$ cat config.mk
export PLATFORM = sky130hd
export DESIGN_NAME = ram_loader
export DESIGN_NICKNAME = d
export VERILOG_FILES = /design/src/rtl/ram_loader.sv
export SDC_FILE = /design/constraint.sdc
export NUM_CORES = 1
export LEC_CHECK = 0
export ABC_AREA = 1
export BUFFER_PORTS_ARGS = -buffer_cell sky130_fd_sc_hd__buf_2
export CORE_ASPECT_RATIO = 1.75
export CORE_UTILIZATION = 31
export CTS_CLUSTER_SIZE = 28
export DETAILED_ROUTE_END_ITERATION = 10
export GPL_TIMING_DRIVEN = 0
export PLACE_DENSITY = 0.55
export SLEW_MARGIN = 40
export SYNTH_ARGS = -nofsm -noshare
export SYNTH_HDL_FRONTEND = slang
export SYNTH_SLANG_ARGS = --single-unit
$ cat constraint.sdc
create_clock -name clk -period 3.1 [get_ports clk]
set_clock_uncertainty 0.05 [all_clocks]
set_input_delay 0.31 -clock clk [delete_from_list [all_inputs] [get_ports clk]]
set_output_delay 0.31 -clock clk [all_outputs]
set_load 0.05 [all_outputs]
$ cat src/rtl/ram_loader.sv
// ram_loader: boot-time loader that streams a length-prefixed image into RAM and holds the CPU until it is complete.
// Latency: each payload byte is written one cycle after acceptance (registered write port); throughput is one byte per clock.
// Backpressure: in_ready is high only while the loader still expects header, payload or checksum bytes; low in DONE/ERROR.
// Optional trailing XOR checksum byte is enabled by defining RAM_LOADER_CHECKSUM_EN.

module ram_loader #(
  parameter logic [14:0] BASE_ADDR = 15'h0000
) (
  input  logic        clk,
  input  logic        rst_n,
  input  logic [7:0]  in_data,
  input  logic        in_valid,
  output logic        in_ready,
  output logic [14:0] ram_addr,
  output logic [7:0]  ram_wdata,
  output logic        ram_we,
  output logic        cpu_hold,
  output logic        load_done,
  output logic        load_err
);

  typedef enum logic [2:0] {
    ST_LEN_HI = 3'd0,
    ST_LEN_LO = 3'd1,
    ST_DATA   = 3'd2,
`ifdef RAM_LOADER_CHECKSUM_EN
    ST_CSUM   = 3'd3,
`endif
    ST_DONE   = 3'd4,
    ST_ERROR  = 3'd5
  } state_t;

  // State after the last payload byte (or after an empty header).
`ifdef RAM_LOADER_CHECKSUM_EN
  localparam state_t ST_TAIL = ST_CSUM;
`else
  localparam state_t ST_TAIL = ST_DONE;
`endif

  state_t      state_q, state_d;
  logic [14:0] len_q, len_d;
  logic [14:0] idx_q, idx_d;
  logic [7:0]  xor_q, xor_d;
  logic        in_ready_q, in_ready_d;
  logic [14:0] ram_addr_q, ram_addr_d;
  logic [7:0]  ram_wdata_q, ram_wdata_d;
  logic        ram_we_q, ram_we_d;
  logic        cpu_hold_q, cpu_hold_d;
  logic        load_done_q, load_done_d;
  logic        load_err_q, load_err_d;

  logic        accept;
  logic [14:0] len_full;
  logic [14:0] idx_inc;

  assign accept   = in_valid && in_ready_q;
  assign len_full = {len_q[14:8], in_data};
  assign idx_inc  = idx_q + 15'd1;

  // Next-state, datapath and registered-output computation.
  always_comb begin
    state_d     = state_q;
    len_d       = len_q;
    idx_d       = idx_q;
    xor_d       = xor_q;
    ram_addr_d  = ram_addr_q;
    ram_wdata_d = ram_wdata_q;
    ram_we_d    = 1'b0;

    case (state_q)
      ST_LEN_HI: begin
        if (accept) begin
          // Bit 7 of the high length byte is reserved and dropped.
          len_d   = {in_data[6:0], len_q[7:0]};
          xor_d   = 8'h00;
          state_d = ST_LEN_LO;
        end
      end
      ST_LEN_LO: begin
        if (accept) begin
          len_d = len_full;
          if (len_full == 15'd0) begin
            state_d = ST_TAIL;
          end else begin
            idx_d   = 15'd0;
            state_d = ST_DATA;
          end
        end
      end
      ST_DATA: begin
        if (accept) begin
          // 15-bit add wraps the address bus from 7FFF back to 0000.
          ram_we_d    = 1'b1;
          ram_addr_d  = BASE_ADDR + idx_q;
          ram_wdata_d = in_data;
          xor_d       = xor_q ^ in_data;
          idx_d       = idx_inc;
          if (idx_inc == len_q) begin
            state_d = ST_TAIL;
          end
        end
      end
`ifdef RAM_LOADER_CHECKSUM_EN
      ST_CSUM: begin
        if (accept) begin
          state_d = (in_data == xor_q) ? ST_DONE : ST_ERROR;
        end
      end
`endif
      ST_DONE:  state_d = ST_DONE;
      ST_ERROR: state_d = ST_ERROR;
      default:  state_d = ST_ERROR;
    endcase

    in_ready_d = (state_d == ST_LEN_HI) || (state_d == ST_LEN_LO) ||
`ifdef RAM_LOADER_CHECKSUM_EN
                 (state_d == ST_CSUM) ||
`endif
                 (state_d == ST_DATA);

`ifdef RAM_LOADER_CHECKSUM_EN
    // Status flips on the edge that accepts the checksum byte.
    load_done_d = (state_d == ST_DONE);
    load_err_d  = (state_d == ST_ERROR);
`else
    // Release one cycle after entering DONE so the last write lands while the CPU is held.
    load_done_d = (state_q == ST_DONE);
    load_err_d  = 1'b0;
`endif
    cpu_hold_d = !load_done_d;
  end

  // State and output registers; reset aborts any in-flight write immediately.
  always_ff @(posedge clk or negedge rst_n) begin
    if (!rst_n) begin
      state_q     <= ST_LEN_HI;
      len_q       <= 15'd0;
      idx_q       <= 15'd0;
      xor_q       <= 8'h00;
      in_ready_q  <= 1'b0;
      ram_addr_q  <= 15'd0;
      ram_wdata_q <= 8'h00;
      ram_we_q    <= 1'b0;
      cpu_hold_q  <= 1'b1;
      load_done_q <= 1'b0;
      load_err_q  <= 1'b0;
    end else begin
      state_q     <= state_d;
      len_q       <= len_d;
      idx_q       <= idx_d;
      xor_q       <= xor_d;
      in_ready_q  <= in_ready_d;
      ram_addr_q  <= ram_addr_d;
      ram_wdata_q <= ram_wdata_d;
      ram_we_q    <= ram_we_d;
      cpu_hold_q  <= cpu_hold_d;
      load_done_q <= load_done_d;
      load_err_q  <= load_err_d;
    end
  end

  assign in_ready  = in_ready_q;
  assign ram_addr  = ram_addr_q;
  assign ram_wdata = ram_wdata_q;
  assign ram_we    = ram_we_q;
  assign cpu_hold  = cpu_hold_q;
  assign load_done = load_done_q;
  assign load_err  = load_err_q;

endmodule

---- Yosys cells after proc, flatten, opt, wreduce, memory -nomap -nowiden ----
Index checks and enable logic that the tools add are counted.
word-level totals
  output and inout port bits .............. 28
  register bits after elaboration ......... 60
operators by class
  add/subtract/negate cells ............... 1
  equality and inequality tests ........... 9
  reductions and logical operators ........ 12
  multiplexer cells ....................... 15
  bitwise operators ....................... 2
operator list
  operator                                                               count
  15-bit two-way mux                                                     4
  15-bit case mux with 2 select lines                                    2
  15-bit by 1-bit adder with 15-bit output, second input constant        1
  15-bit equality test                                                   1
  15-bit zero test                                                       1
  3-bit two-way mux                                                      5
  3-bit case mux with 4 select lines                                     1
  8-bit two-way mux                                                      1
  3-bit by 1-bit equality test with 1-bit output, second input constant  2
  3-bit by 2-bit equality test with 1-bit output, second input constant  2
  3-bit zero test                                                        2
  2-bit != test, second input constant                                   3
  3-bit AND reduction                                                    2
  4-bit AND reduction                                                    1
  3-bit equality test, second input constant                             1
  1-bit logical OR                                                       2
  1-bit two-way mux                                                      2
  1-bit inverter                                                         2
  2-bit AND reduction                                                    1
  2-bit nonzero test                                                     1
  1-bit logical AND                                                      1
  1-bit zero test                                                        1

---- Logic depth before layout (Yosys ltp) ----
Gate-level depths: netlist of the first run.
  word-level depth ........................ 8
  mapped depth ............................ 15

---- Worst setup path after synthesis of the first run ----
Ideal clock, no wire load.
  path kind ............................... register to register
  start ................................... reg in_ready_q (netlist: in_ready)
  end ..................................... reg idx_q[10]
  cell stages (with the launch flop) ...... 7
  slack ................................... 1.331 ns
  library setup time ...................... 0.134 ns
  arrival time ............................ 1.585 ns
  path buffers ............................ 1
  clock period less this slack ............ 1.769 ns
  cells stage by stage .................... dfrtp_1 -> nand2_1 -> nor2_2 -> inv_2 -> nand2_1 -> buf_2 -> o22ai_1
between the ends
  cells in the longest elaborated chain, start to end .. 3
  elaborated cells on any way between the ends .. 4
  classes of those cells .................. eq/ne: 2; reduce/logical: 2
ends and longest elaborated chain
  element                                 RTL line  RTL
  from (decl)                             44        logic in_ready_q, in_ready_d;
  from (signal assigned)                  152       in_ready_q <= in_ready_d;
  1-bit logical AND *                     56        assign accept = in_valid && in_ready_q;
  2-bit != test (no source line)          n/a
  4-bit AND reduction (no source line) *  n/a
  to (signal assigned)                    150       idx_q <= idx_d;
  to (decl)                               42        logic [14:0] idx_q, idx_d;
Mark *: on every way between the ends. The rest lies on a longest branch, timed or not.
A chain may end at the register's enable or synchronous reset.

---- Worst setup path in the final report of the first run ----
  start ................................... reg state_q[0]
  end ..................................... reg idx_q[9]
between the ends
  cells in the longest elaborated chain, start to end .. 3
  elaborated cells on any way between the ends .. 8
  classes of those cells .................. eq/ne: 5; mux: 1; reduce/logical: 2
ends and longest elaborated chain
  element                                                                                                           RTL line  RTL
  from (decl)                                                                                                       40        state_t state_q, state_d;
  from (signal assigned)                                                                                            148       state_q <= state_d;
  3-bit by 1-bit equality test with 1-bit output or 3-bit by 2-bit equality test with 1-bit output (tied branches)  70        case (state_q)
  2-bit != test (no source line) or 2-bit nonzero test (tied branches)                                              n/a
  4-bit AND reduction (no source line)                                                                              n/a
Several ways; a longest one is shown, not always the timed one.

==> impl_metrics.json, run 1 <==
{
  "layout_common_cells": "107 x nand2_1, 59 x dfrtp_1, 44 x o21ai_0",
  "maxSlewViolCount": 0,
  "hold_path.class": "in2reg",
  "outcome": "finished, final reports clean",
  "wire_per_inst_um": 14.2,
  "ys.flop_type": "dfrtp_1",
  "area_growth_syn_to_layout_pct": 22.2,
  "critPathKind": "reg2reg",
  "drtIter0Drc": 121,
  "via_per_inst": 4.68,
  "cp_common_cell": "nand2_1",
  "antennaDiodeCount": 0,
  "max_stage_delay_ns": 0.43,
  "synth_area_per_cell_sq_um": 8.03,
  "yosysSeqAreaShare_pct": 52.1,
  "min_period_over_period_pct": 69.0,
  "cp.required_ns": 3.24,
  "core_area_sq_um": 9040,
  "synthCells": 359,
  "r2r_slack_ns": 0.96,
  "grt_pass1_vias": 2484,
  "root_buffer": "clkbuf_16",
  "fin_util_pct": 39.0,
  "async_flop_share_pct": 100,
  "end_kind": "flop",
  "dp_hpwl_mm": 5.67,
  "via_count": 2493,
  "port_buffers": 37,
  "critPathTopFamily": "simple AND/OR/NAND/NOR gates",
  "htreeDepth": 3,
  "synth_top_area_cell": "dfrtp_1",
  "rsz0062_at_grt": "false",
  "synthTopCellsByArea": "dfrtp_1 51%, nand2_1 14%, o21ai_0 7.6%",
  "critPathLaunch": "state_q[0]$_DFF_PN0_",
  "r2r_start": "state_q[0]$_DFF_PN0_",
  "synth.top_cell.area_share_pct": 51.2,
  "grt_max_degree": 61,
  "yosys_warnings": 0,
  "cp-start-kind": "flop",
  "n_fill_cell": 959,
  "synth_cell_type_count": 30,
  "grt_use_total_pct": 17.7,
  "arrival_ns": 2.28,
  "leakagePower_nw": 1.94,
  "synth_area_sq_um": 2880,
  "nNetsFinal": 420,
  "cts_num_sinks": 60,
  "crit_path_cell_trace": "nor2_1 -> nand2_1 -> nor2_2 -> inv_2 -> nand2_1 -> buf_2 -> o22ai_1",
  "drv_cap": 0,
  "firstDrtPassIters": 4,
  "powerDensity_nw_per_um2": 503,
  "cp_num_buf_inv": 2,
  "cts_buffer_depth": 2,
  "layout_commonest_cell": "nand2_1",
  "ir_drop_mv": 0.291,
  "dieArea_sq_um": 9700,
  "tns_ns": 0,
  "worst_pin_slew_ns": 0.652,
  "cts_setup_buffers": 0,
  "setup_violations": 0,
  "antenna_found_initial": 0,
  "gp_congestion": 0.894,
  "crit_fanout": 10,
  "tritoncts": "built",
  "io_pins": 39,
  "clk_pin_slew_ns": 0.05,
  "synthesis.nets": 371,
  "timing.fmax_mhz": 467,
  "maxSlewHeadroom_pct": 56.6,
  "die_w_um": 74.9,
  "clkLatencyLatePin_ns": 0.33,
  "start_util_pct": 31.9,
  "num_rows": 46,
  "synth-seq-cells": 60,
  "numCtsBuffers": 9,
  "die_h_um": 130,
  "drc": 0,
  "hold_violations": 0,
  "critPathSlowestCell": "nor2_2",
  "grt_remaining_overflow": 0,
  "detail-route-antenna-nets": 0,
  "grt_pass1_wl_mm": 12.2,
  "fin_crit_ns": 2.14,
  "synth_edf_count": 0,
  "wl_mm": 7.56,
  "min_from": "in_data[3]",
  "drive_gt1_share_pct": 16.5
}
==> synth_stat cells, types with 2 or more instances <==
master,count
clkbuf_1,6
dfrtp_1,59
inv_1,40
nand2_1,107
nand2_2,2
nand3_1,30
nand3b_1,4
nand4_1,6
nor2_1,24
nor2_2,5
nor2_4,3
nor4_1,2
o21ai_0,44
o21bai_1,2
o22ai_1,9
xor2_1,2
==> tightest hold or removal path, cell delays in order <==
cell and delay, ns:
buf_2 0.09, nand2_1 0.04, o21ai_0 0.06
==> cell families (layout without fill, tap and decap cells) <==
logic type,Yosys count,count (layout),share of synthesized area [%]
AO/OA/AOI/OAI,57,57,10.5
XOR/XNOR,3,3,1.39
adder cells (fa/ha/maj),1,1,0.434
flip-flops,60,60,52.1
AND/OR/NAND/NOR,187,187,28.7
buffers and inverters,50,104,6.68
other,1,1,0.130
==> state kept, by name, summed over array words and instances (netlist names) <==
| register | flops |
|---|---|
| len_q | 15 |
| ram_wdata | 8 |
| load_done | 1 |
| in_ready | 1 |
| ram_we | 1 |
| state_q | 3 |
| idx_q | 15 |
| cpu_hold | 1 |
| ram_addr | 15 |
==> what timing repair did <==
item | 4_1_cts | 5_1_grt
endpoints found under the hold margin | 0 | 59
hold buffers | 0 | 1
gates resized for setup | 0 | 0
==> cell type report <==
cell class	count	area (sq um)	share of cell area (%)
plain buffers	8	35.0	0.994
clock buffers	12	267	7.56
clock inverters	4	22.5	0.639
inverters	42	158	4.47
multi-input cells	249	1190	33.7
flip-flops and latches	60	1500	42.6
well taps	120	150	4.26
repair buffers	38	201	5.72
==> path summary, 6_finish.rpt <==
| check | end | cells after the start |
|---|---|---|
| max | idx_q[9]$_DFFE_PN0P_ | 7 |
| min | len_q[3]$_DFFE_PN0P_ | 3 |
| max reg2reg | idx_q[9]$_DFFE_PN0P_ | 7 |
| min reg2reg | ram_addr[4]$_DFFE_PN0P_ | 2 |
| max in group asynchronous | ram_addr[0]$_DFFE_PN0P_ | 2 |
| min in group asynchronous | ram_addr[11]$_DFFE_PN0P_ | 2 |
==> power breakdown <==
| part | leakage, nW | internal [mW] | switching, mW |
|---|---|---|---|
| sequential | 0.731 | 0.784 | 0 |
| combinational | 1.06 | 0.00820 | 0.0277 |
| clock | 0.144 | 0.601 | 0.350 |
| total | 1.94 | 1.39 | 0.378 |
==> stage by stage <==
stage	hold slack (ns)	std cells	power (mW)	setup WS, ns	instance area [sq um]
after floorplan	-0.0356	359	0.806	1.33	2880
after CTS	0.0376	532	1.79	0.981	3510
final	0.158	533	1.77	0.960	3520
after global routing	0.174	533	1.82	0.801	3520
after global placement	0.418	516	0.833	1.01	3220
after detailed placement	0.394	516	0.834	0.971	3220
==> per-layer routing <==
metal	wire length (um)	up-vias	part of all wire [%]	global-route usage, %
met4	252	0	3.3	9.66
met3	262	14	3.5	4.74
met5	0	-	0	0
met2	4040	55	53	30.0
met1	3000	1160	40	19.6
li1	-	1264	-	-
No activity file was read; power rests on OpenSTA's default activity.
==> inputs of run 2 (changes only) <==
Clock period 3.1 ns to 2 ns, I/O delays scaled along.
==> run 2 against run 1 <==
Against the previous run: critical path depth grew 4; register-to-register slack lost 0.88 ns; hold slack worse by 0.10 ns; critical path type unchanged; maximum frequency rose by 12%; highest routed layer unchanged; die area unchanged.
==> impl_metrics.json, run 2 (synthesis gave the netlist of run 1 again) <==
{
  "outcome": "finished, final reports clean",
  "start_util_pct": 31.9,
  "n_fill_cell": 949,
  "drc": 0,
  "clk_pin_slew_ns": 0.05,
  "io_pins": 39,
  "powerDensity_nw_per_um2": 743,
  "via_count": 2564,
  "firstDrtPassIters": 4,
  "drive_gt1_share_pct": 22.0,
  "min_period_over_period_pct": 95.8,
  "root_buffer": "clkbuf_16",
  "critPathLaunch": "idx_q[1]$_DFFE_PN0P_",
  "numPlacedInstances": 516,
  "grt_pass1_wl_mm": 12.4,
  "maxSlewHeadroom_pct": 57.1,
  "detail-route-antenna-nets": 0,
  "core_area_sq_um": 9040,
  "area_growth_syn_to_layout_pct": 28.3,
  "cts_buffer_depth": 2,
  "layout_commonest_cell": "nand2_1",
  "dp_hpwl_mm": 5.67,
  "fin_crit_ns": 1.92,
  "die_h_um": 130,
  "cp.required_ns": 2.16,
  "cp-start-kind": "flop",
  "drv_cap": 0,
  "r2r_slack_ns": 0.08,
  "die_w_um": 74.9,
  "gp_congestion": 0.894,
  "timing.fmax_mhz": 522,
  "crit_path_end": "state_q[1]$_DFF_PN0_",
  "maxSlewViolCount": 0,
  "drtIter0Drc": 102,
  "cts_num_sinks": 60,
  "antennaDiodeCount": 0,
  "grt_remaining_overflow": 0,
  "port_buffers": 37,
  "instances_no_fill": 543,
  "numCtsBuffers": 9,
  "htreeDepth": 3,
  "clkLatencyLatePin_ns": 0.33,
  "ir_drop_mv": 0.449,
  "grt_pass1_vias": 2520,
  "nNetsFinal": 430,
  "grt_use_total_pct": 17.9,
  "grt_max_degree": 61,
  "crit_fanout": 4,
  "num_rows": 46,
  "arrival_ns": 2.07,
  "antenna_found_initial": 0,
  "r2r_cells": 11,
  "hold_path.class": "in2reg",
  "r2r_start": "idx_q[1]$_DFFE_PN0P_",
  "setup_violations": 0,
  "layout_common_cells": "102 x nand2_1, 58 x dfrtp_1, 44 x o21ai_0",
  "fin_hold_ws_ns": 0.0545,
  "tritoncts": "built",
  "wire_per_inst_um": 14.3,
  "worst_pin_slew_ns": 0.644,
  "leakagePower_nw": 2.02,
  "via_per_inst": 4.72,
  "dieArea_sq_um": 9700,
  "hold_violations": 0,
  "r2r-end": "state_q[1]$_DFF_PN0_",
  "end_kind": "flop",
  "wl_mm": 7.74,
  "critPathKind": "reg2reg"
}
[run 2: changes by cell type in the layout (fill, tap and decap cells not counted), moves of 2 or more]
cell | previous run | this run
nor2_1 | 24 | 21
nor2_4 | 3 | 7
buf_6 | 1 | 3
nand3_1 | 30 | 26
nand2_2 | 2 | 6
buf_4 | 1 | 9
nand3_2 | 1 | 4
nand2_1 | 107 | 102
[run 2: worst max-delay path, cell delays in order, from the launching register on]
cell	delay (ns)
dfrtp_2	0.40
ha_4	0.17
nand2_4	0.06
nor2_4	0.20
nand3_4	0.11
or2_1	0.26
nand2_1	0.10
nand2_1	0.05
nand2_1	0.08
nand3_2	0.10
nor2_4	0.13
o21ai_0	0.08
[run 2: worst min-delay path by stage]
stage	from	to	cells past startpoint
2_1_floorplan	rst_n	idx_q[0]$_DFFE_PN0P_	0
3_3_place_gp	in_data[3]	len_q[3]$_DFFE_PN0P_	3
3_5_place_dp	rst_n	ram_addr[9]$_DFFE_PN0P_	1
4_1_cts	in_data[3]	len_q[3]$_DFFE_PN0P_	3
5_1_grt	in_data[3]	len_q[3]$_DFFE_PN0P_	3
6_report	in_data[3]	len_q[3]$_DFFE_PN0P_	3
[run 2: metrics by stage]
stage	power [mW]	util [%]	cell area [sq um]	worst slack, ns	TNS, ns
floorplan	1.25	-	2880	0.231	0
global placement	1.29	35.6	3220	-0.0947	-0.845
detailed placement	1.29	35.6	3220	-0.129	-1.34
CTS	2.77	39.4	3560	0.0292	0
global route	2.82	40.9	3700	-0.0558	-0.149
finish	2.75	40.9	3700	0.0840	0
[run 2: final cells by class]
cell class | count | area [sq um] | share of cell area [%]
inverter | 42 | 158 | 4.26
clock inverter | 4 | 22.5 | 0.609
timing repair buffer | 48 | 284 | 7.68
clock buffer | 12 | 267 | 7.21
sequential | 60 | 1500 | 40.7
multi-input combinational | 249 | 1280 | 34.6
buffer | 8 | 35.0 | 0.947
tap | 120 | 150 | 4.06
[run 2: timing repair]
item / in CTS / in global routing
endpoints found under the setup margin: 21 / 15
buffers inserted: 3 / 7
resized for setup: 3 / 21
endpoints found under the hold margin: 59 / 0
pin swaps: 2 / 16
hold buffers: 1 / 0
[run 2: power by group]
group	total, mW	leakage, nW	switching (mW)	internal, mW
sequential	1.22	0.730	0	1.22
combinational	0.0568	1.14	0.0437	0.0131
clock	1.48	0.144	0.545	0.932
total	2.75	2.02	0.589	2.16
[run 2: metal layers]
metal	vias up	track usage (%)	routed length (um)
li1	1286	-	-
met1	1204	19.8	3040
met2	58	30.5	4170
met3	16	4.74	292
met4	0	9.66	250
met5	-	0	0
